$ cat src/rtl/div_pkg.sv
// Shared types and constants for the sequential restoring divider.
package div_pkg;

   typedef enum logic [1:0] {
      IDLE = 2'd0,
      CALC = 2'd1,
      DONE = 2'd2
   } state_t;

   localparam int DEFAULT_WIDTH = 32;

   // Sized wide enough to be sliced down to any WIDTH up to 64.
   localparam logic [63:0] DIV0_QUOTIENT = '1;

endpackage

$ cat src/rtl/div_step.sv
// One restoring-division iteration: shift in the next dividend bit, trial subtract, select.
module div_step #(
   parameter int WIDTH = 32
) (
   input  logic [WIDTH-1:0] i_prem,
   input  logic             i_dvd_bit,
   input  logic [WIDTH-1:0] i_divisor_mag,
   output logic [WIDTH-1:0] o_prem,
   output logic             o_q_bit
);

   logic [WIDTH:0] w_shifted;
   logic [WIDTH:0] w_trial;

   // prem < divisor_mag always holds, so the trial fits WIDTH+1 bits and its MSB is the sign.
   assign w_shifted = {i_prem, i_dvd_bit};
   assign w_trial   = w_shifted - {1'b0, i_divisor_mag};
   assign o_q_bit   = ~w_trial[WIDTH];
   assign o_prem    = o_q_bit ? w_trial[WIDTH-1:0] : w_shifted[WIDTH-1:0];

endmodule

$ cat src/rtl/seq_divider.sv
// Iterative signed/unsigned restoring divider, one quotient bit per clock,
// with valid/ready handshakes on both the operand and result sides.
module seq_divider
   import div_pkg::*;
#(
   parameter int WIDTH = DEFAULT_WIDTH,
   parameter int CNT_W = $clog2(WIDTH + 1)
) (
   input  logic             clk,
   input  logic             rst_n,
   input  logic             in_valid,
   output logic             in_ready,
   input  logic             signed_op,
   input  logic [WIDTH-1:0] dividend,
   input  logic [WIDTH-1:0] divisor,
   output logic             out_valid,
   input  logic             out_ready,
   output logic [WIDTH-1:0] quotient,
   output logic [WIDTH-1:0] remainder,
   output logic             div_by_zero
);

   state_t           r_state;
   logic [CNT_W-1:0] r_cnt;
   logic [WIDTH-1:0] r_prem;
   logic [WIDTH-1:0] r_dvd;
   logic [WIDTH-1:0] r_dsr_mag;
   logic             r_q_neg;
   logic             r_r_neg;
   logic             r_in_ready;
   logic             r_out_valid;
   logic             r_div_by_zero;
   logic [WIDTH-1:0] r_quotient;
   logic [WIDTH-1:0] r_remainder;

   logic             w_dvd_neg;
   logic             w_dsr_neg;
   logic [WIDTH-1:0] w_dvd_mag;
   logic [WIDTH-1:0] w_dsr_mag;
   logic [WIDTH-1:0] w_prem_next;
   logic             w_q_bit;

   assign w_dvd_neg = signed_op & dividend[WIDTH-1];
   assign w_dsr_neg = signed_op & divisor[WIDTH-1];
   assign w_dvd_mag = w_dvd_neg ? -dividend : dividend;
   assign w_dsr_mag = w_dsr_neg ? -divisor : divisor;

   div_step #(
      .WIDTH(WIDTH)
   ) u_step (
      .i_prem       (r_prem),
      .i_dvd_bit    (r_dvd[WIDTH-1]),
      .i_divisor_mag(r_dsr_mag),
      .o_prem       (w_prem_next),
      .o_q_bit      (w_q_bit)
   );

   // r_dvd shifts the dividend magnitude out at the top while quotient bits fill in at the bottom.
   always_ff @(posedge clk or negedge rst_n) begin
      if (!rst_n) begin
         r_state       <= IDLE;
         r_cnt         <= '0;
         r_prem        <= '0;
         r_dvd         <= '0;
         r_dsr_mag     <= '0;
         r_q_neg       <= 1'b0;
         r_r_neg       <= 1'b0;
         r_in_ready    <= 1'b1;
         r_out_valid   <= 1'b0;
         r_div_by_zero <= 1'b0;
         r_quotient    <= '0;
         r_remainder   <= '0;
      end else begin
         case (r_state)
            IDLE: begin
               if (in_valid) begin
                  r_in_ready <= 1'b0;
                  r_q_neg    <= w_dvd_neg ^ w_dsr_neg;
                  r_r_neg    <= w_dvd_neg;
                  r_dvd      <= w_dvd_mag;
                  r_dsr_mag  <= w_dsr_mag;
                  r_prem     <= '0;
                  if (divisor == '0) begin
                     r_quotient    <= DIV0_QUOTIENT[WIDTH-1:0];
                     r_remainder   <= dividend;
                     r_div_by_zero <= 1'b1;
                     r_state       <= DONE;
                  end else begin
                     r_cnt         <= CNT_W'(WIDTH);
                     r_div_by_zero <= 1'b0;
                     r_state       <= CALC;
                  end
               end
            end

            CALC: begin
               if (r_cnt != '0) begin
                  r_prem <= w_prem_next;
                  r_dvd  <= {r_dvd[WIDTH-2:0], w_q_bit};
                  r_cnt  <= r_cnt - CNT_W'(1);
               end else begin
                  r_quotient  <= r_q_neg ? -r_dvd : r_dvd;
                  r_remainder <= r_r_neg ? -r_prem : r_prem;
                  r_out_valid <= 1'b1;
                  r_state     <= DONE;
               end
            end

            DONE: begin
               // The divide-by-zero shortcut lands here with out_valid still low.
               if (!r_out_valid) begin
                  r_out_valid <= 1'b1;
               end else if (out_ready) begin
                  r_out_valid <= 1'b0;
                  r_in_ready  <= 1'b1;
                  r_state     <= IDLE;
               end
            end

            default: begin
               r_state <= IDLE;
            end
         endcase
      end
   end

   assign in_ready    = r_in_ready;
   assign out_valid   = r_out_valid;
   assign quotient    = r_quotient;
   assign remainder   = r_remainder;
   assign div_by_zero = r_div_by_zero;

endmodule
$ cat config.mk
export PLATFORM = sky130hd
export DESIGN_NAME = seq_divider
export DESIGN_NICKNAME = d
export VERILOG_FILES = /design/src/rtl/div_pkg.sv /design/src/rtl/div_step.sv /design/src/rtl/seq_divider.sv
export SDC_FILE = /design/constraint.sdc
export NUM_CORES = 1
export LEC_CHECK = 0
export CAP_MARGIN = 20
export CORE_ASPECT_RATIO = 0.5
export CORE_MARGIN = 2
export CORE_UTILIZATION = 54
export DETAILED_ROUTE_END_ITERATION = 16
export GPL_ROUTABILITY_DRIVEN = 1
export PLACE_DENSITY = 0.84
export SLEW_MARGIN = 15
export SYNTH_ARGS = -nofsm -noshare
export SYNTH_HDL_FRONTEND = slang
export SYNTH_HIERARCHICAL = 1
export SYNTH_SLANG_ARGS = --single-unit
$ cat constraint.sdc
create_clock -name clk -period 7.11 [get_ports clk]
set_clock_uncertainty 0.05 [all_clocks]
set_input_delay 1.422 -clock clk [delete_from_list [all_inputs] [get_ports clk]]
set_output_delay 1.422 -clock clk [all_outputs]
set_load 0.03 [all_outputs]
==> results of run 1 <==
[flip-flops by register name, indices dropped and copies added, names as in the netlist]
register / flops
quotient: 32
r_dsr_mag: 32
r_dvd: 32
r_prem: 32
remainder: 32
r_cnt: 6
r_state: 2
div_by_zero: 1
in_ready: 1
out_valid: 1
r_q_neg: 1
r_r_neg: 1
[worst paths after layout]
check,slack (ps),from,to,cells past startpoint
max reg2reg,2840,r_dvd[31]$_DFFE_PN0P_,r_prem[3]$_DFFE_PN0P_,16
max in group asynchronous,4470,rst_n,r_dsr_mag[26]$_DFFE_PN0P_,2
min reg2reg,420,in_ready$_DFFE_PN1P_,in_ready$_DFFE_PN1P_,2
max,2840,r_dvd[31]$_DFFE_PN0P_,r_prem[3]$_DFFE_PN0P_,16
min,420,in_ready$_DFFE_PN1P_,in_ready$_DFFE_PN1P_,2
min in group asynchronous,1040,rst_n,r_dsr_mag[15]$_DFFE_PN0P_,1
[critical path, cell delays in order, from the launching register on]
cell and delay, ps:
dfrtp_1 510, inv_1 80, ha_1 230, fa_1 410, and2b_1 250, o2111ai_1 180, a21oi_2 250, o2111ai_1 190
a211oi_2 280, nor2_2 110, mux2i_1 130, buf_4 200, and2_4 210, inv_2 550, mux2_1 390, nand3_1 80
nand2_1 70
[final cells by class]
type	count	area share [%]
well taps	300	2.64
flip-flops and latches	173	30.4
clock inverters	15	1.44
multi-input cells	1144	51.0
inverters	50	1.32
repair buffers	147	10.1
diodes	1	0.0176
clock buffers	17	2.99
[cell families after synthesis]
| kind of cell | count (synthesis) | synth area share (%) |
|---|---|---|
| simple gates | 539 | 21.5 |
| compound gates | 383 | 19.7 |
| flops | 173 | 35.9 |
| xor+xnor | 145 | 10.5 |
| buf+inv | 131 | 4.29 |
| fa+ha+maj | 39 | 4.11 |
| mux | 38 | 3.96 |
[power groups by stage]
| stage | sequential, W | combinational [W] | clock [W] |
|---|---|---|---|
| after floorplan | 0.00204 | 0.00313 | 0 |
| final | 0.00194 | 0.00454 | 0.00102 |
| after CTS | 0.00193 | 0.00447 | 0.00103 |
| after detailed placement | 0.00194 | 0.00443 | 0 |
| after global routing | 0.00200 | 0.00493 | 0.00107 |
| after global placement | 0.00191 | 0.00430 | 0 |
[cells in the final DEF (no fill, tap or decap), drive strengths merged, types with 7 or more instances in the layout]
cell / netlist / final
a21oi: 95 / 95
clkbuf: 61 / 17
nor4: 23 / 23
clkdlybuf4s50: 0 / 134
ha: 38 / 38
xor2: 76 / 76
nand2: 187 / 187
or3: 24 / 24
buf: 20 / 13
a211oi: 8 / 8
nand3: 69 / 69
or2: 8 / 8
mux2i: 17 / 17
o31ai: 30 / 30
and2: 7 / 7
o41ai: 19 / 19
a21o: 21 / 21
mux2: 21 / 21
and3: 9 / 9
dfrtp: 172 / 172
or4: 13 / 13
nor3: 21 / 21
nand2b: 11 / 11
nand4: 13 / 13
o21ai: 150 / 150
nor2: 129 / 129
nor2b: 11 / 11
inv: 49 / 54
a31oi: 9 / 9
xnor2: 69 / 69
[per-stage QoR]
step | area, sq um | util (%) | hold slack [ps] | instances
2_1_floorplan | 12100 | - | 389 | 1448
3_3_place_gp | 13600 | 62.4 | 402 | 1814
3_5_place_dp | 13600 | 62.4 | 407 | 1814
4_1_cts | 14200 | 65.3 | 420 | 1846
5_1_grt | 14200 | 65.3 | 457 | 1847
6_report | 14200 | 65.3 | 419 | 1847
[metal layers]
metal / track usage, % / vias to the layer above / routed length, microns
met5: 0 / - / 0
met1: 37.9 / 5449 / 14800
met2: 49.7 / 525 / 16400
met3: 5.81 / 93 / 2520
li1: - / 5305 / -
met4: 12.2 / 0 / 1030
==> results.toml, run 1 <==
[run_status]
status = "finished clean"

[synth]
syn_area_per_cell_sq_um = 8.33
yosysSeqAreaShare_pct = 35.9
yosysUniqueCellTypes = 82
syn-cell-area_sq_um = 12100
synth_most_common_cell = "nand2_1"
syn_inst = 1448
synth_nets = 1556
yosys_warnings = 6
ys_ff_latch = 173
synth_edf_count = 0
synth_commonest_cells = "187 x nand2_1, 172 x dfrtp_1, 128 x nor2_1"
synth_area_leaders = "dfrtp_1 36%, nand2_1 5.8%, xor2_1 5.5%, o21ai_0 5.2%, xnor2_1 5.0%"
async_flop_share_pct = 100
yosys.area.top_type = "dfrtp_1"
yosysTopAreaCellShare_pct = 35.7
synth_ff_type = "dfrtp_1"

[cts]
clockBufferDepth = 2
clkSinkCount = 173
post_cts_resized = 0
postCtsSetupBuffers = 0
insertion_delay_ps = 450
cts_tree = "built"
ctsHoldBuffers = 0
cts_made_buffers = 17
ctsHtreeMaxLevel = 4
clk_root_buffer_cell = "clkbuf_16"
clk_pin_slew_ps = 70

[run]
max-cap-violations = 0

[die]
start_util_pct = 55.4
die_height_microns = 110
core-area_sq_um = 21800
rows = 38
ios = 136
die_w_microns = 215
die_area_sq_um = 23600

[timing]
period_needed_ps = 4270
clock.fmax_mhz = 234
relSlewSlack_pct = 30.1
hold_viol = 0
tightest_slew_ps = 1050
finalSetupTns_ps = 0
fin_ws_ps = 2840
rsz0062_at_grt = "no"
period_share_pct = 60.1
finalSetupViolCount = 0
maxSlewViolCount = 0

[routing]
drc_errors = 0
dr.pass1.iters = 6
first_iter_violations = 1357
drtAntennaViolNets = 0
routed_wl_microns = 34800
wl_per_cell_microns = 18.8
via_per_inst = 6.16
vias = 11372

[worst_setup_path]
critPathKind = "reg -> reg"
worstSetupStartpointType = "flip-flop"
required_ps = 7390
end_kind = "flip-flop"
crit_path_max_fanout = 22
crit_arrival_ps = 4560

[global_routing]
grt_pass1_wl_microns = 55700
antenna_found_initial = 1
globalRouteOverflowTotal = 0
grt_use_total_pct = 29.5
grt_max_degree = 102
grt_pass1_vias = 10835

[power_and_ir_drop]
ir_drop_uv = 375
swShare_pct = 47.7
clock_power_share_pct = 13.6
power_frac_seq_pct = 25.9
power_switching_w = 0.00358
powerDensity_nw_per_um2 = 527
p_total_w = 0.00750
internal_power_w = 0.00392
p_leak_nw = 5.95
pwr-share-comb_pct = 60.5

[final_layout]
multi_input_area_sq_um = 7250
drive_gt1_share_pct = 6.73
area_growth_pct = 17.9
regArea_sq_um = 4330
fillers = 1784
layout.nets = 1641

[placed_design]
pre_cts_ws_ps = 2750
gp_congestion = 0.921
hpwlAfterDp_microns = 24900
io_buffers = 135

[worst_hold_path]
hp-class = "reg -> reg"
Note: power is estimated with default switching activity, not from simulation.
==> run 2, diff against run 1 <==
--- a/config.mk
+++ b/config.mk
@@ -8,10 +8,10 @@
 export CAP_MARGIN = 20
 export CORE_ASPECT_RATIO = 0.5
 export CORE_MARGIN = 2
-export CORE_UTILIZATION = 54
+export CORE_UTILIZATION = 52
 export DETAILED_ROUTE_END_ITERATION = 16
 export GPL_ROUTABILITY_DRIVEN = 1
-export PLACE_DENSITY = 0.84
+export PLACE_DENSITY = 0.85
 export SLEW_MARGIN = 15
 export SYNTH_ARGS = -nofsm -noshare
 export SYNTH_HDL_FRONTEND = slang
==> constraint.sdc (replaced) <==
create_clock -name clk -period 3.6 [get_ports clk]
set_clock_uncertainty 0.05 [all_clocks]
set_input_delay 0.72 -clock clk [delete_from_list [all_inputs] [get_ports clk]]
set_output_delay 0.72 -clock clk [all_outputs]
set_load 0.03 [all_outputs]
==> run 2 against run 1 <==
Worst hold slack worse by 130 ps. Count of clock-buffer cells in the layout is 3 higher. Utilization fell by 1.8 points. Critical path type unchanged. First-iteration DRC count down 14%. Maximum frequency is 27% higher. Critical endpoint is now r_prem[22]$_DFFE_PN0P_. Sequential power up 93%. Total power rose by 99%. Combinational power grew 110%.
==> results.toml, run 2 (same netlist as run 1, synthesis figures left out) <==
[worst_setup_path]
cpPeakStageDelay_ps = 400
critPathKind = "reg -> reg"
cp-endpoint = "r_prem[22]$_DFFE_PN0P_"
rr_worst_depth = 15
startpoint = "r_dvd[31]$_DFFE_PN0P_"
crit_cells = 15
crit_path_max_fanout = 3
end_kind = "flip-flop"
crit_arrival_ps = 3660
reg2reg_slack_ps = 240
required_ps = 3890
path_cells = "inv_1 > ha_1 > fa_1 > and2b_1 > o2111ai_1 > a21oi_2 > buf_4 > o211ai_1 > a21oi_1 > a21boi_1 > o21ai_0 > xor2_1 > mux2_4 > nand3_1 > nand2_1"
path_buf_inv = 2
critPathSlowestCell = "fa_1"
reg2reg_from = "r_dvd[31]$_DFFE_PN0P_"
worstSetupStartpointType = "flip-flop"
reg2reg_to = "r_prem[22]$_DFFE_PN0P_"
crit_family = "compound AO/OA/AOI/OAI gates"

[power_and_ir_drop]
power_switching_w = 0.00713
pwr-share-comb_pct = 62.6
powerDensity_nw_per_um2 = 1030
clock_power_share_pct = 12.2
power_frac_seq_pct = 25.2
ir_drop_uv = 661
p_leak_nw = 6.11
internal_power_w = 0.00776
swShare_pct = 47.9

[timing]
hold_viol = 0
period_share_pct = 93.4
fin_ws_ps = 236
finalSetupTns_ps = 0
tightest_slew_ps = 1030
rsz0062_at_grt = "no"
relSlewSlack_pct = 31.1
finalSetupViolCount = 0
clock.fmax_mhz = 297
period_needed_ps = 3360
maxSlewViolCount = 0

[placed_design]
io_buffers = 135
hpwlAfterDp_microns = 25200
dpl_cell_area_sq_um = 13900
pre_cts_ws_ps = 14.9
gp_congestion = 0.970

[die]
ios = 136
rows = 39
start_util_pct = 52.9
die_area_sq_um = 24500
die_height_microns = 112
core-area_sq_um = 22800
die_w_microns = 219

[routing]
wl_per_cell_microns = 18.1
first_iter_violations = 1163
drtAntennaViolNets = 0
vias = 11412
drc_errors = 0
via_per_inst = 6.04
dr.pass1.iters = 6
routed_wl_microns = 34300

[global_routing]
grt_use_total_pct = 28.5
grt_max_degree = 89
antenna_found_initial = 1
grt_pass1_wl_microns = 56100
grt_pass1_vias = 10878
globalRouteOverflowTotal = 0

[cts]
clockBufferDepth = 2
postCtsSetupBuffers = 0
clk_root_buffer_cell = "clkbuf_16"
clkSinkCount = 173
cts_tree = "built"
cts_made_buffers = 17
ctsHtreeMaxLevel = 4
post_cts_resized = 0
ctsHoldBuffers = 0
clk_pin_slew_ps = 70
insertion_delay_ps = 450

[final_layout]
design_area_sq_um = 14500
drive_gt1_share_pct = 8.72
fillers = 1860
regArea_sq_um = 4330
mostFrequentLayoutCells = "187 x nand2_1, 172 x dfrtp_1, 134 x clkdlybuf4s50_1"
layout_commonest_cell = "nand2_1"
layout.nets = 1677
area_growth_pct = 20.0
multi_input_area_sq_um = 7250

[run]
max-cap-violations = 0

[worst_hold_path]
hp-class = "in -> async"

[run_status]
status = "finished clean"
run 2: worst min-delay path by stage:
stage / to / startpoint / cells past startpoint
6_report: r_dsr_mag[15]$_DFFE_PN0P_ / rst_n / 1
5_1_grt: r_dsr_mag[15]$_DFFE_PN0P_ / rst_n / 1
4_1_cts: r_dsr_mag[15]$_DFFE_PN0P_ / rst_n / 1
3_5_place_dp: r_dsr_mag[31]$_DFFE_PN0P_ / r_dsr_mag[31]$_DFFE_PN0P_ / 2
3_3_place_gp: in_ready$_DFFE_PN1P_ / in_ready$_DFFE_PN1P_ / 2
2_1_floorplan: div_by_zero$_DFFE_PN0P_ / rst_n / 0
run 2: power by group through the flow:
stage | logic (W) | registers [W] | clock network (W)
6_report | 0.00933 | 0.00375 | 0.00182
5_1_grt | 0.0101 | 0.00385 | 0.00191
4_1_cts | 0.00919 | 0.00372 | 0.00182
3_5_place_dp | 0.00911 | 0.00374 | 0
3_3_place_gp | 0.00885 | 0.00369 | 0
2_1_floorplan | 0.00619 | 0.00402 | 0
run 2: cell type report:
cell class	count	area share, %
clock buffers	20	3.09
flip-flops and latches	173	29.9
inverters	50	1.30
repair buffers	183	12.1
multi-input cells	1144	50.1
clock inverters	12	0.787
well taps	307	2.65
diodes	1	0.0173
run 2: per-layer routing:
layer | vias up | global-route usage [%] | wire length (microns)
met5 | - | 0 | 0
li1 | 5383 | - | -
met3 | 78 | 5.16 | 2690
met4 | 0 | 10.9 | 930
met2 | 508 | 44.9 | 15800
met1 | 5443 | 39.3 | 14900
run 2: metrics by stage:
| step | power (W) | hold WS (ps) | util, % | cells |
|---|---|---|---|---|
| 2_1_floorplan | 0.0102 | 374 | - | 1448 |
| 3_3_place_gp | 0.0125 | 401 | 61.0 | 1857 |
| 3_5_place_dp | 0.0129 | 408 | 61.0 | 1857 |
| 4_1_cts | 0.0147 | 323 | 63.5 | 1889 |
| 5_1_grt | 0.0159 | 360 | 63.5 | 1890 |
| 6_report | 0.0149 | 292 | 63.5 | 1890 |
